<file path="src/rtl/load_align_unit.sv">
// Load unit: issues a word-aligned memory read, extracts the addressed byte/halfword
// lane, sign- or zero-extends it and holds the result on a response handshake.
module load_align_unit (
    input  logic        clock,
    input  logic        reset,
    input  logic        req_valid,
    output logic        req_ready,
    input  logic [31:0] req_addr,
    input  logic        req_lb,
    input  logic        req_lbu,
    input  logic        req_lh,
    input  logic        req_lhu,
    input  logic        req_lw,
    output logic        mem_valid,
    output logic [31:0] mem_addr,
    output logic [3:0]  mem_wstrb,
    input  logic [31:0] mem_rdata,
    input  logic        mem_ready,
    output logic        rsp_valid,
    input  logic        rsp_ready,
    output logic [31:0] rsp_data,
    output logic        rsp_fault
);

    localparam logic [1:0] ST_IDLE = 2'd0;
    localparam logic [1:0] ST_BUSY = 2'd1;
    localparam logic [1:0] ST_RESP = 2'd2;

    // Operation flag bit positions within op_q
    localparam int unsigned OP_LB  = 4;
    localparam int unsigned OP_LBU = 3;
    localparam int unsigned OP_LH  = 2;
    localparam int unsigned OP_LHU = 1;

    logic [1:0]  state_q, state_d;
    logic [1:0]  off_q, off_d;
    logic [4:0]  op_q, op_d;
    logic        req_ready_q, req_ready_d;
    logic        mem_valid_q, mem_valid_d;
    logic [31:0] mem_addr_q, mem_addr_d;
    logic        rsp_valid_q, rsp_valid_d;
    logic [31:0] rsp_data_q, rsp_data_d;
    logic        rsp_fault_q, rsp_fault_d;

    logic [4:0]  req_flags;
    logic        flags_onehot;
    logic        misaligned;
    logic        req_fault;
    logic [7:0]  byte_sel;
    logic [15:0] half_sel;
    logic [31:0] load_data;

    assign req_flags    = {req_lb, req_lbu, req_lh, req_lhu, req_lw};
    assign flags_onehot = (req_flags != 5'b00000) && ((req_flags & (req_flags - 5'd1)) == 5'b00000);
    assign misaligned   = ((req_lh | req_lhu) & req_addr[0]) | (req_lw & (req_addr[1:0] != 2'b00));
    assign req_fault    = !flags_onehot || misaligned;

    always_comb begin
        byte_sel = 8'h00;
        case (off_q)
            2'd0:    byte_sel = mem_rdata[7:0];
            2'd1:    byte_sel = mem_rdata[15:8];
            2'd2:    byte_sel = mem_rdata[23:16];
            default: byte_sel = mem_rdata[31:24];
        endcase
        half_sel = off_q[1] ? mem_rdata[31:16] : mem_rdata[15:0];

        // op_q is one-hot whenever BUSY is reachable, so priority order is irrelevant
        if (op_q[OP_LB]) begin
            load_data = {{24{byte_sel[7]}}, byte_sel};
        end else if (op_q[OP_LBU]) begin
            load_data = {24'h000000, byte_sel};
        end else if (op_q[OP_LH]) begin
            load_data = {{16{half_sel[15]}}, half_sel};
        end else if (op_q[OP_LHU]) begin
            load_data = {16'h0000, half_sel};
        end else begin
            load_data = mem_rdata;
        end
    end

    always_comb begin
        state_d     = state_q;
        off_d       = off_q;
        op_d        = op_q;
        req_ready_d = req_ready_q;
        mem_valid_d = mem_valid_q;
        mem_addr_d  = mem_addr_q;
        rsp_valid_d = rsp_valid_q;
        rsp_data_d  = rsp_data_q;
        rsp_fault_d = rsp_fault_q;

        case (state_q)
            ST_IDLE: begin
                if (req_valid) begin
                    off_d       = req_addr[1:0];
                    op_d        = req_flags;
                    req_ready_d = 1'b0;
                    if (req_fault) begin
                        state_d     = ST_RESP;
                        rsp_valid_d = 1'b1;
                        rsp_fault_d = 1'b1;
                        rsp_data_d  = '0;
                    end else begin
                        state_d     = ST_BUSY;
                        mem_valid_d = 1'b1;
                        mem_addr_d  = {req_addr[31:2], 2'b00};
                    end
                end
            end
            ST_BUSY: begin
                if (mem_ready) begin
                    state_d     = ST_RESP;
                    mem_valid_d = 1'b0;
                    rsp_valid_d = 1'b1;
                    rsp_fault_d = 1'b0;
                    rsp_data_d  = load_data;
                end
            end
            ST_RESP: begin
                if (rsp_ready) begin
                    state_d     = ST_IDLE;
                    rsp_valid_d = 1'b0;
                    req_ready_d = 1'b1;
                end
            end
            default: begin
                state_d     = ST_IDLE;
                req_ready_d = 1'b1;
                mem_valid_d = 1'b0;
                rsp_valid_d = 1'b0;
            end
        endcase
    end

    always_ff @(posedge clock or posedge reset) begin
        if (reset) begin
            state_q     <= ST_IDLE;
            off_q       <= '0;
            op_q        <= '0;
            req_ready_q <= 1'b1;
            mem_valid_q <= 1'b0;
            mem_addr_q  <= '0;
            rsp_valid_q <= 1'b0;
            rsp_data_q  <= '0;
            rsp_fault_q <= 1'b0;
        end else begin
            state_q     <= state_d;
            off_q       <= off_d;
            op_q        <= op_d;
            req_ready_q <= req_ready_d;
            mem_valid_q <= mem_valid_d;
            mem_addr_q  <= mem_addr_d;
            rsp_valid_q <= rsp_valid_d;
            rsp_data_q  <= rsp_data_d;
            rsp_fault_q <= rsp_fault_d;
        end
    end

    assign req_ready = req_ready_q;
    assign mem_valid = mem_valid_q;
    assign mem_addr  = mem_addr_q;
    assign mem_wstrb = 4'b0000;
    assign rsp_valid = rsp_valid_q;
    assign rsp_data  = rsp_data_q;
    assign rsp_fault = rsp_fault_q;

endmodule

</file>
<file path="config.mk">
export PLATFORM = sky130hd
export DESIGN_NAME = load_align_unit
export DESIGN_NICKNAME = d
export VERILOG_FILES = /design/src/rtl/load_align_unit.sv
export SDC_FILE = /design/constraint.sdc
export NUM_CORES = 1
export LEC_CHECK = 0
export ABC_AREA = 1
export CORE_ASPECT_RATIO = 1.5
export CORE_MARGIN = 2
export CORE_UTILIZATION = 49
export DETAILED_ROUTE_END_ITERATION = 16
export GPL_ROUTABILITY_DRIVEN = 0
export GPL_TIMING_DRIVEN = 0
export MAX_ROUTING_LAYER = met4
export PLACE_DENSITY_LB_ADDON = 0.15
export RECOVER_POWER = 25
export SLEW_MARGIN = 20
export SYNTH_ARGS = -nofsm -noshare
export SYNTH_HDL_FRONTEND = slang
export SYNTH_SLANG_ARGS = --single-unit
</file>
<file path="constraint.sdc">
create_clock -name clock -period 5.45 [get_ports clock]
set_input_delay 1.3625 -clock clock [delete_from_list [all_inputs] [get_ports clock]]
set_output_delay 1.3625 -clock clock [all_outputs]
set_load 0.005 [all_outputs]
</file>
==> results of run 1 <==
layout make-up:
| type | instances | area share |
|---|---|---|
| Sequential cell | 74 | 0.314 |
| Buffer | 36 | 0.0396 |
| Clock inverter | 6 | 0.0140 |
| Tap cell | 105 | 0.0222 |
| Clock buffer | 9 | 0.0381 |
| Timing Repair Buffer | 140 | 0.240 |
| Multi-Input combinational cell | 427 | 0.309 |
| Inverter | 36 | 0.0231 |
flip-flops by register name (all words and copies together) (netlist names):
| signal | count |
|---|---|
| rsp_data | 32 |
| mem_addr | 30 |
| op_q | 4 |
| off_q | 2 |
| state_q | 2 |
| mem_valid | 1 |
| req_ready | 1 |
| rsp_fault | 1 |
| rsp_valid | 1 |
cell families after synthesis:
family	Yosys count
simple gates	347
other cells	1
compound gates	74
flops	74
buf+inv	72
power by group:
group	switching (mW)	leakage [nW]	internal (mW)
Sequential	0.0746	0.970	0.664
Clock	0.224	0.151	0.396
Combinational	0.445	1.79	0.398
Total	0.744	2.91	1.46
stage by stage:
| stage | hold WS, ns | std cells | util | power, mW |
|---|---|---|---|---|
| CTS | 0.473 | 833 | 0.738 | 2.20 |
| detailed placement | 0.459 | 818 | 0.699 | 1.57 |
| floorplan | 0.464 | 573 | - | 1.19 |
| global placement | 0.453 | 817 | 0.695 | 1.55 |
| global route | 0.492 | 833 | 0.738 | 2.34 |
| finish | 0.467 | 833 | 0.738 | 2.20 |
Yosys cell counts, drive strengths merged:
| cell | number | share of area |
|---|---|---|
| nor2 | 14 | 0.018 |
| o211ai | 1 | 0.0019 |
| nand2 | 279 | 0.26 |
| clkbuf | 5 | 0.0050 |
| dfrtp | 73 | 0.45 |
| inv | 34 | 0.032 |
| buf | 31 | 0.053 |
| clkinv | 2 | 0.0019 |
| o21ai | 52 | 0.065 |
| nand3 | 53 | 0.070 |
| nor3 | 1 | 0.0012 |
| conb | 1 | 0.00093 |
| dfstp | 1 | 0.0065 |
| a21oi | 21 | 0.027 |
per-layer routing:
metal | up-vias | track usage | share of wire
met2 | 202 | 0.487 | 0.53
met1 | 1915 | 0.296 | 0.37
met3 | 48 | 0.0463 | 0.058
met4 | 0 | 0.139 | 0.040
met5 | - | - | 0
li1 | 2085 | - | -
how the worst max path moves through the flow:
stage                               to  cells after the start
after global routing      rsp_data[23]                     11
after floorplan           mem_addr[10]                      1
after detailed placement  mem_addr[19]                     10
final                        req_ready                      1
after global placement     mem_addr[6]                      2
after CTS                    req_ready                      1
==> impl_metrics.json, run 1 <==
{
  "cp-startpoint": "req_ready",
  "drv_cap": 0,
  "synth_fa_ha_area_frac": 0,
  "synth-compound-area-share": 0.0935,
  "start_util": 0.503,
  "grt_max_degree": 50,
  "status": "finished, final reports clean",
  "rsz0062_at_grt": "no",
  "tightest_slew_ns": 1.25,
  "critPathMaxStageDelay_ns": 0.54,
  "core_sq_um": 8010,
  "dp_hpwl_mm": 8.73,
  "crit_path_end_kind": "output pin",
  "clk_pin_slew_worst_paths_ns": 0.05,
  "path_buf_inv": 1,
  "root_buffer": "clkbuf_16",
  "cts_tree": "yes",
  "critPathKind": "reg2out",
  "antenna_left": 0,
  "hold_path.class": "reg2reg",
  "period_needed_ns": 2.72,
  "dieArea_sq_um": 8980,
  "viasPerCell": 5.10,
  "min_path_cells": 2,
  "top_level_ports": 146,
  "yosysSeqAreaShare": 0.460,
  "drc": 0,
  "cts_setup_buffers": 0,
  "mostFrequentLayoutCells": "nand2_1, clkdlybuf4s50_1, dfrtp_1",
  "fill_cells": 670,
  "synthToLayoutAreaGrowth_pct": 46.6,
  "synth_xor_area_frac": 0,
  "max_freq_mhz": 368,
  "grt_usage": 0.275,
  "fin_ws_ns": 2.73,
  "power.leakage_nw": 2.91,
  "max-clock-path-buffers": 2,
  "first_global_vias": 4192,
  "final_area_sq_um": 5910,
  "regArea_sq_um": 1850,
  "synth_seq_cells": 74,
  "grt_pass1_wl_mm": 18.9,
  "post-place-ws_ns": 2.43,
  "ir_worst_vdd_v": 0.000278,
  "reg2reg_setup_slack_ns": 3.79,
  "placed_area_sq_um": 5600,
  "setup_violations": 0,
  "firstDrtPassIters": 5,
  "netlist_instances": 568,
  "rows": 40,
  "yosys_warnings": 0,
  "die_y_um": 115,
  "numPortBuffers": 139,
  "diodes": 0,
  "die_x_um": 78.0,
  "cts_num_sinks": 74,
  "r2r_end": "rsp_data[14]",
  "power_density_nw_per_um2": 373,
  "critPathTopFamily": "flip-flops",
  "cpMaxStageDelayCell": "dfstp_2",
  "drtIter0Drc": 367,
  "grt_remaining_overflow": 0,
  "worstSkewPairLatency_ns": 0.33,
  "synth_area_sq_um": 4030,
  "synth.mux.area_fraction": 0,
  "holdPathEnd": "mem_addr[26]",
  "ctsHoldBuffers": 0,
  "finalMaxSlewViolations": 0,
  "synthSimpleGateAreaFrac": 0.354,
  "vias": 4250,
  "ctsResizeCount": 0,
  "final_nets": 798,
  "final_common_cell": "nand2_1",
  "syn_avg_cell_area_sq_um": 7.09,
  "slew_headroom": 0.159,
  "skew_ns": 0.00482,
  "finalCritPeriodShare": 0.499,
  "r2r-start": "off_q[0]",
  "cts_made_buffers": 9,
  "crit_arrival_ns": 1.35,
  "r2r_cells": 8,
  "min_from": "mem_addr[26]",
  "setup-tns-final_ns": 0,
  "post_drt_wl_per_cell_um": 13.8,
  "worstPathMaxFanout": 2,
  "yosysUniqueCellTypes": 27,
  "crit_path_start_kind": "register",
  "cp_cell_sequence": "clkdlybuf4s50_1",
  "multi_input_area_sq_um": 1820,
  "critical_path_required_ns": 4.09,
  "grt_antenna_before_repair": 0,
  "h-tree-depth": 3,
  "drive_gt1_frac": 0.0893,
  "drt-total-wl_mm": 11.5,
  "synth_top_family_by_area": "simple AND/OR/NAND/NOR gates",
  "hold_viol": 0
}
Note: power is estimated with default switching activity, not from simulation.
==> run 2: changes to the inputs <==
--- a/config.mk
+++ b/config.mk
@@ -8,7 +8,7 @@
 export ABC_AREA = 1
 export CORE_ASPECT_RATIO = 1.5
 export CORE_MARGIN = 2
-export CORE_UTILIZATION = 49
+export CORE_UTILIZATION = 45
 export DETAILED_ROUTE_END_ITERATION = 16
 export GPL_ROUTABILITY_DRIVEN = 0
 export GPL_TIMING_DRIVEN = 0
==> constraint.sdc (replaced) <==
create_clock -name clock -period 2.5 [get_ports clock]
set_input_delay 0.625 -clock clock [delete_from_list [all_inputs] [get_ports clock]]
set_output_delay 0.625 -clock clock [all_outputs]
set_load 0.005 [all_outputs]
==> run 2 against run 1 <==
Count of clock-buffer cells in the layout increased by 2. Cell area increased by 0.38%. Sequential power increased by 120%. First-iteration DRC count decreased by 26%. Register-to-register slack got worse by 2.9 ns. Wire length increased by 0.57%. Worst setup slack got worse by 2.2 ns. Final cell count increased by 0.84%. Utilization decreased by 6.2 points.
==> impl_metrics.json, run 2 (synthesis results as in run 1) <==
{
  "cts_num_sinks": 74,
  "dp_hpwl_mm": 9.00,
  "final_common_cell": "nand2_1",
  "max_freq_mhz": 504,
  "wl_met1_mm": 4.39,
  "crit_path_start_kind": "register",
  "grt_max_degree": 36,
  "path_buf_inv": 1,
  "status": "finished, final reports clean",
  "cp_cell_sequence": "clkdlybuf4s50_1",
  "regArea_sq_um": 1850,
  "ctsHoldBuffers": 0,
  "met3RoutedLength_um": 624,
  "cts_made_buffers": 9,
  "cts_setup_buffers": 0,
  "grt_remaining_overflow": 0,
  "critPathKind": "reg2out",
  "fill_cells": 747,
  "top_level_ports": 146,
  "finalCritPeriodShare": 0.794,
  "worstPathMaxFanout": 2,
  "maxUsedRoutingLayer": "met4",
  "worstSkewPairLatency_ns": 0.33,
  "hold_viol": 0,
  "die_y_um": 120,
  "synthToLayoutAreaGrowth_pct": 47.2,
  "antenna_left": 0,
  "period_needed_ns": 1.98,
  "slew_headroom": 0.356,
  "root_buffer": "clkbuf_16",
  "largest_reg_flops": 32,
  "skew_ns": 0.00604,
  "hold_path.class": "reg2reg",
  "firstDrtPassIters": 5,
  "crit_arrival_ns": 1.36,
  "first_global_vias": 4237,
  "crit_path_end_kind": "output pin",
  "place_inst": 824,
  "diodes": 0,
  "start_util": 0.459,
  "drt-total-wl_mm": 11.6,
  "post_drt_wl_per_cell_um": 13.8,
  "drtIter0Drc": 272,
  "setup_violations": 0,
  "die_x_um": 81.2,
  "layout.cells.non_filler": 840,
  "drv_cap": 0,
  "drive_gt1_frac": 0.0904,
  "dieArea_sq_um": 9740,
  "power.leakage_nw": 2.91,
  "critPathMaxStageDelay_ns": 0.53,
  "max-clock-path-buffers": 2,
  "finalMaxSlewViolations": 0,
  "tightest_slew_ns": 0.960,
  "ctsResizeCount": 0,
  "cpMaxStageDelayCell": "dfstp_2",
  "grt_pass1_wl_mm": 18.8,
  "h-tree-depth": 3,
  "power_density_nw_per_um2": 803,
  "setup-tns-final_ns": 0,
  "cts_tree": "yes",
  "critical_path_required_ns": 1.88,
  "clk_pin_slew_worst_paths_ns": 0.06,
  "mostFrequentLayoutCells": "nand2_1, clkdlybuf4s50_1, dfrtp_1",
  "rows": 42,
  "dr_wl_met2_mm": 5.98,
  "viasPerCell": 5.01,
  "drc": 0,
  "rsz0062_at_grt": "no",
  "multi_input_area_sq_um": 1820,
  "numPortBuffers": 139,
  "grt_antenna_before_repair": 0,
  "ir_worst_vdd_v": 0.000490,
  "vias": 4209,
  "final_nets": 799,
  "core_sq_um": 8780,
  "critPathTopFamily": "flip-flops",
  "grt_usage": 0.258
}
[run 2: area by class of cell]
class,count,share of cell area
tap,110,0.0232
clock buffer,11,0.0409
timing repair buffer,141,0.243
multi-input combinational,427,0.308
inverter,36,0.0230
sequential,74,0.313
buffer,36,0.0395
clock inverter,5,0.0103
[run 2: final timing paths]
kind                            cells after the start      endpoint  slack (ns)          from
worst max-delay path                                1     req_ready        0.52     req_ready
worst min-delay path                                2  mem_addr[15]        0.47  mem_addr[15]
worst max register to register                      8  rsp_data[10]        0.86      off_q[0]
worst min register to register                      2  mem_addr[15]        0.47  mem_addr[15]
max in group asynchronous                           4     req_ready        0.72         reset
min in group asynchronous                           2  rsp_data[12]        0.91         reset
[run 2: report_power, final]
group	internal [mW]	total (mW)	leakage, nW	switching [mW]
Sequential	1.45	1.60	0.970	0.158
Combinational	0.871	1.84	1.80	0.971
Clock	0.804	1.32	0.138	0.511
[run 2: per-layer routing]
layer	vias up	GRT usage
li1	2086	-
met1	1882	0.267
met2	191	0.440
met3	50	0.0534
met4	0	0.151
met5	-	-
[run 2: stage by stage]
step	cell area (sq um)	setup WS (ns)	util	hold WS (ns)	power (mW)
floorplan	4050	0.915	-	0.464	2.59
CTS	5930	0.487	0.676	0.475	4.78
global placement	5580	0.205	0.636	0.453	3.39
detailed placement	5630	0.202	0.641	0.459	3.44
finish	5930	0.516	0.676	0.470	4.76
global route	5930	0.390	0.676	0.493	5.07
==> run 3: changes to the inputs <==
--- a/config.mk
+++ b/config.mk
@@ -8,7 +8,7 @@
 export ABC_AREA = 1
 export CORE_ASPECT_RATIO = 1.5
 export CORE_MARGIN = 2
-export CORE_UTILIZATION = 45
+export CORE_UTILIZATION = 41
 export DETAILED_ROUTE_END_ITERATION = 16
 export GPL_ROUTABILITY_DRIVEN = 0
 export GPL_TIMING_DRIVEN = 0
==> constraint.sdc (replaced) <==
create_clock -name clock -period 1.8 [get_ports clock]
set_input_delay 0.45 -clock clock [delete_from_list [all_inputs] [get_ports clock]]
set_output_delay 0.45 -clock clock [all_outputs]
set_load 0.005 [all_outputs]
==> run 3 against run 2 <==
Clock power grew 48%. Worst hold slack lost 0.0054 ns. Cell area grew 0.97%. Largest power group unchanged.
==> impl_metrics.json, run 3 (synthesis results as in run 1) <==
{
  "die_x_um": 84.9,
  "path_buf_inv": 1,
  "drt-total-wl_mm": 11.6,
  "max-clock-path-buffers": 2,
  "cts_num_sinks": 74,
  "grt_max_degree": 35,
  "tightest_slew_ns": 0.700,
  "p_total_mw": 6.72,
  "worstPathMaxFanout": 2,
  "first_global_vias": 4290,
  "power.leakage_nw": 2.97,
  "skew_ns": 0.00481,
  "clk_pin_slew_worst_paths_ns": 0.06,
  "place_inst": 829,
  "finalMaxSlewViolations": 0,
  "ctsHoldBuffers": 0,
  "final_area_sq_um": 5990,
  "grt_remaining_overflow": 0,
  "layout.cells.non_filler": 845,
  "crit_path_end_kind": "output pin",
  "grt_antenna_before_repair": 0,
  "final_nets": 799,
  "antenna_left": 0,
  "root_buffer": "clkbuf_16",
  "power_density_nw_per_um2": 1120,
  "cts_tree": "yes",
  "share_comb_of_total_power": 0.381,
  "rows": 44,
  "die_y_um": 125,
  "clock_power_share": 0.289,
  "largest_reg_flops": 32,
  "critPathTopFamily": "buffers and inverters",
  "grt_pass1_wl_mm": 19.3,
  "fin_util": 0.621,
  "p_seq_frac": 0.330,
  "cts_made_buffers": 9,
  "switching_share": 0.336,
  "hold_path.class": "in2reg",
  "status": "finished, final reports clean",
  "setup_violations": 0,
  "p_int_mw": 4.47,
  "final_common_cell": "nand2_1",
  "worstSkewPairLatency_ns": 0.34,
  "critPathMaxStageDelay_ns": 0.53,
  "cp_cell_sequence": "clkdlybuf4s50_1",
  "crit_arrival_ns": 1.22,
  "dp_hpwl_mm": 9.03,
  "core_sq_um": 9630,
  "numPortBuffers": 139,
  "viasPerCell": 4.98,
  "rsz0062_at_grt": "no",
  "grt_usage": 0.232,
  "period_needed_ns": 1.67,
  "cts_setup_buffers": 0,
  "p_sw_mw": 2.26,
  "drv_cap": 0,
  "cpMaxStageDelayCell": "clkdlybuf4s50_1",
  "critPathKind": "reg2out",
  "critical_path_required_ns": 1.35,
  "placed_area_sq_um": 5630,
  "start_util": 0.418,
  "drtIter0Drc": 267,
  "dieArea_sq_um": 10600,
  "slew_headroom": 0.530,
  "finalCritPeriodShare": 0.928,
  "drc": 0,
  "max_freq_mhz": 598,
  "post_drt_wl_per_cell_um": 13.8,
  "ir_worst_vdd_v": 0.000754,
  "top_level_ports": 146,
  "h-tree-depth": 3,
  "synthToLayoutAreaGrowth_pct": 48.6,
  "hold_viol": 0,
  "diodes": 0,
  "firstDrtPassIters": 5,
  "vias": 4209,
  "crit_path_start_kind": "register",
  "mostFrequentLayoutCells": "nand2_1, clkdlybuf4s50_1, dfrtp_1",
  "drive_gt1_frac": 0.0973
}
run 3: changes by cell type in the layout (fill, tap and decap cells not counted), moves of 2 or more:
| cell | delta |
|---|---|
| clkinv_2 | +2 |
| clkinvlp_4 | -3 |
| buf_8 | +2 |
| clkdlybuf4s50_1 | -4 |
| dlymetal6s2s_1 | +4 |
run 3: power groups by stage:
stage	clock [mW]	combinational (mW)	sequential (mW)
global placement	0	2.47	2.23
floorplan	0	1.35	2.25
detailed placement	0	2.53	2.24
finish	1.95	2.56	2.22
CTS	1.99	2.54	2.22
global route	2.06	2.85	2.27
run 3: worst paths after layout:
kind | slack, ns | start | to | cells past startpoint
setup / recovery | 0.13 | mem_addr[7] | mem_addr[7] | 1
hold / removal | 0.46 | req_lh | op_q[2] | 3
setup reg to reg | 0.16 | op_q[2] | rsp_data[16] | 8
hold reg to reg | 0.47 | mem_addr[15] | mem_addr[15] | 2
max in group asynchronous | 0.25 | reset | op_q[2] | 4
min in group asynchronous | 0.63 | reset | rsp_data[15] | 2
run 3: final cells by class:
type,count,area (sq um)
Timing Repair Buffer,141,1430
Inverter,36,136
Sequential cell,74,1850
Multi-Input combinational cell,427,1860
Clock inverter,5,78.8
Buffer,36,244
Fill cell,885,3650
Tap cell,115,144
Clock buffer,11,243
run 3: what timing repair did:
item,in CTS,in global routing
pin swaps,0,3
gates resized for setup,1,16
setup endpoints to repair,1,66
run 3: worst register-to-register path: stages (launching register included):
cell	delay [ns]
dfrtp_1	0.44
nor2_2	0.30
buf_2	0.28
nand2_1	0.07
nand2_1	0.07
nand2_1	0.04
nand2_1	0.13
nand3_1	0.09
o21ai_1	0.14
run 3: through the flow:
step | setup WS (ns) | hold slack (ns) | setup TNS (ns)
after CTS | 0.0463 | 0.438 | 0
after global routing | 0.0112 | 0.489 | 0
after global placement | -0.339 | 0.453 | -40.51
after floorplan | 0.390 | 0.464 | 0
final | 0.129 | 0.465 | 0
after detailed placement | -0.301 | 0.458 | -17.48
run 3: layer usage:
metal | wire [um] | up-vias | GRT usage
met2 | 6030 | 190 | 0.393
met1 | 4470 | 1895 | 0.253
li1 | - | 2083 | -
met3 | 687 | 41 | 0.0449
met4 | 453 | 0 | 0.127
met5 | 0 | - | -
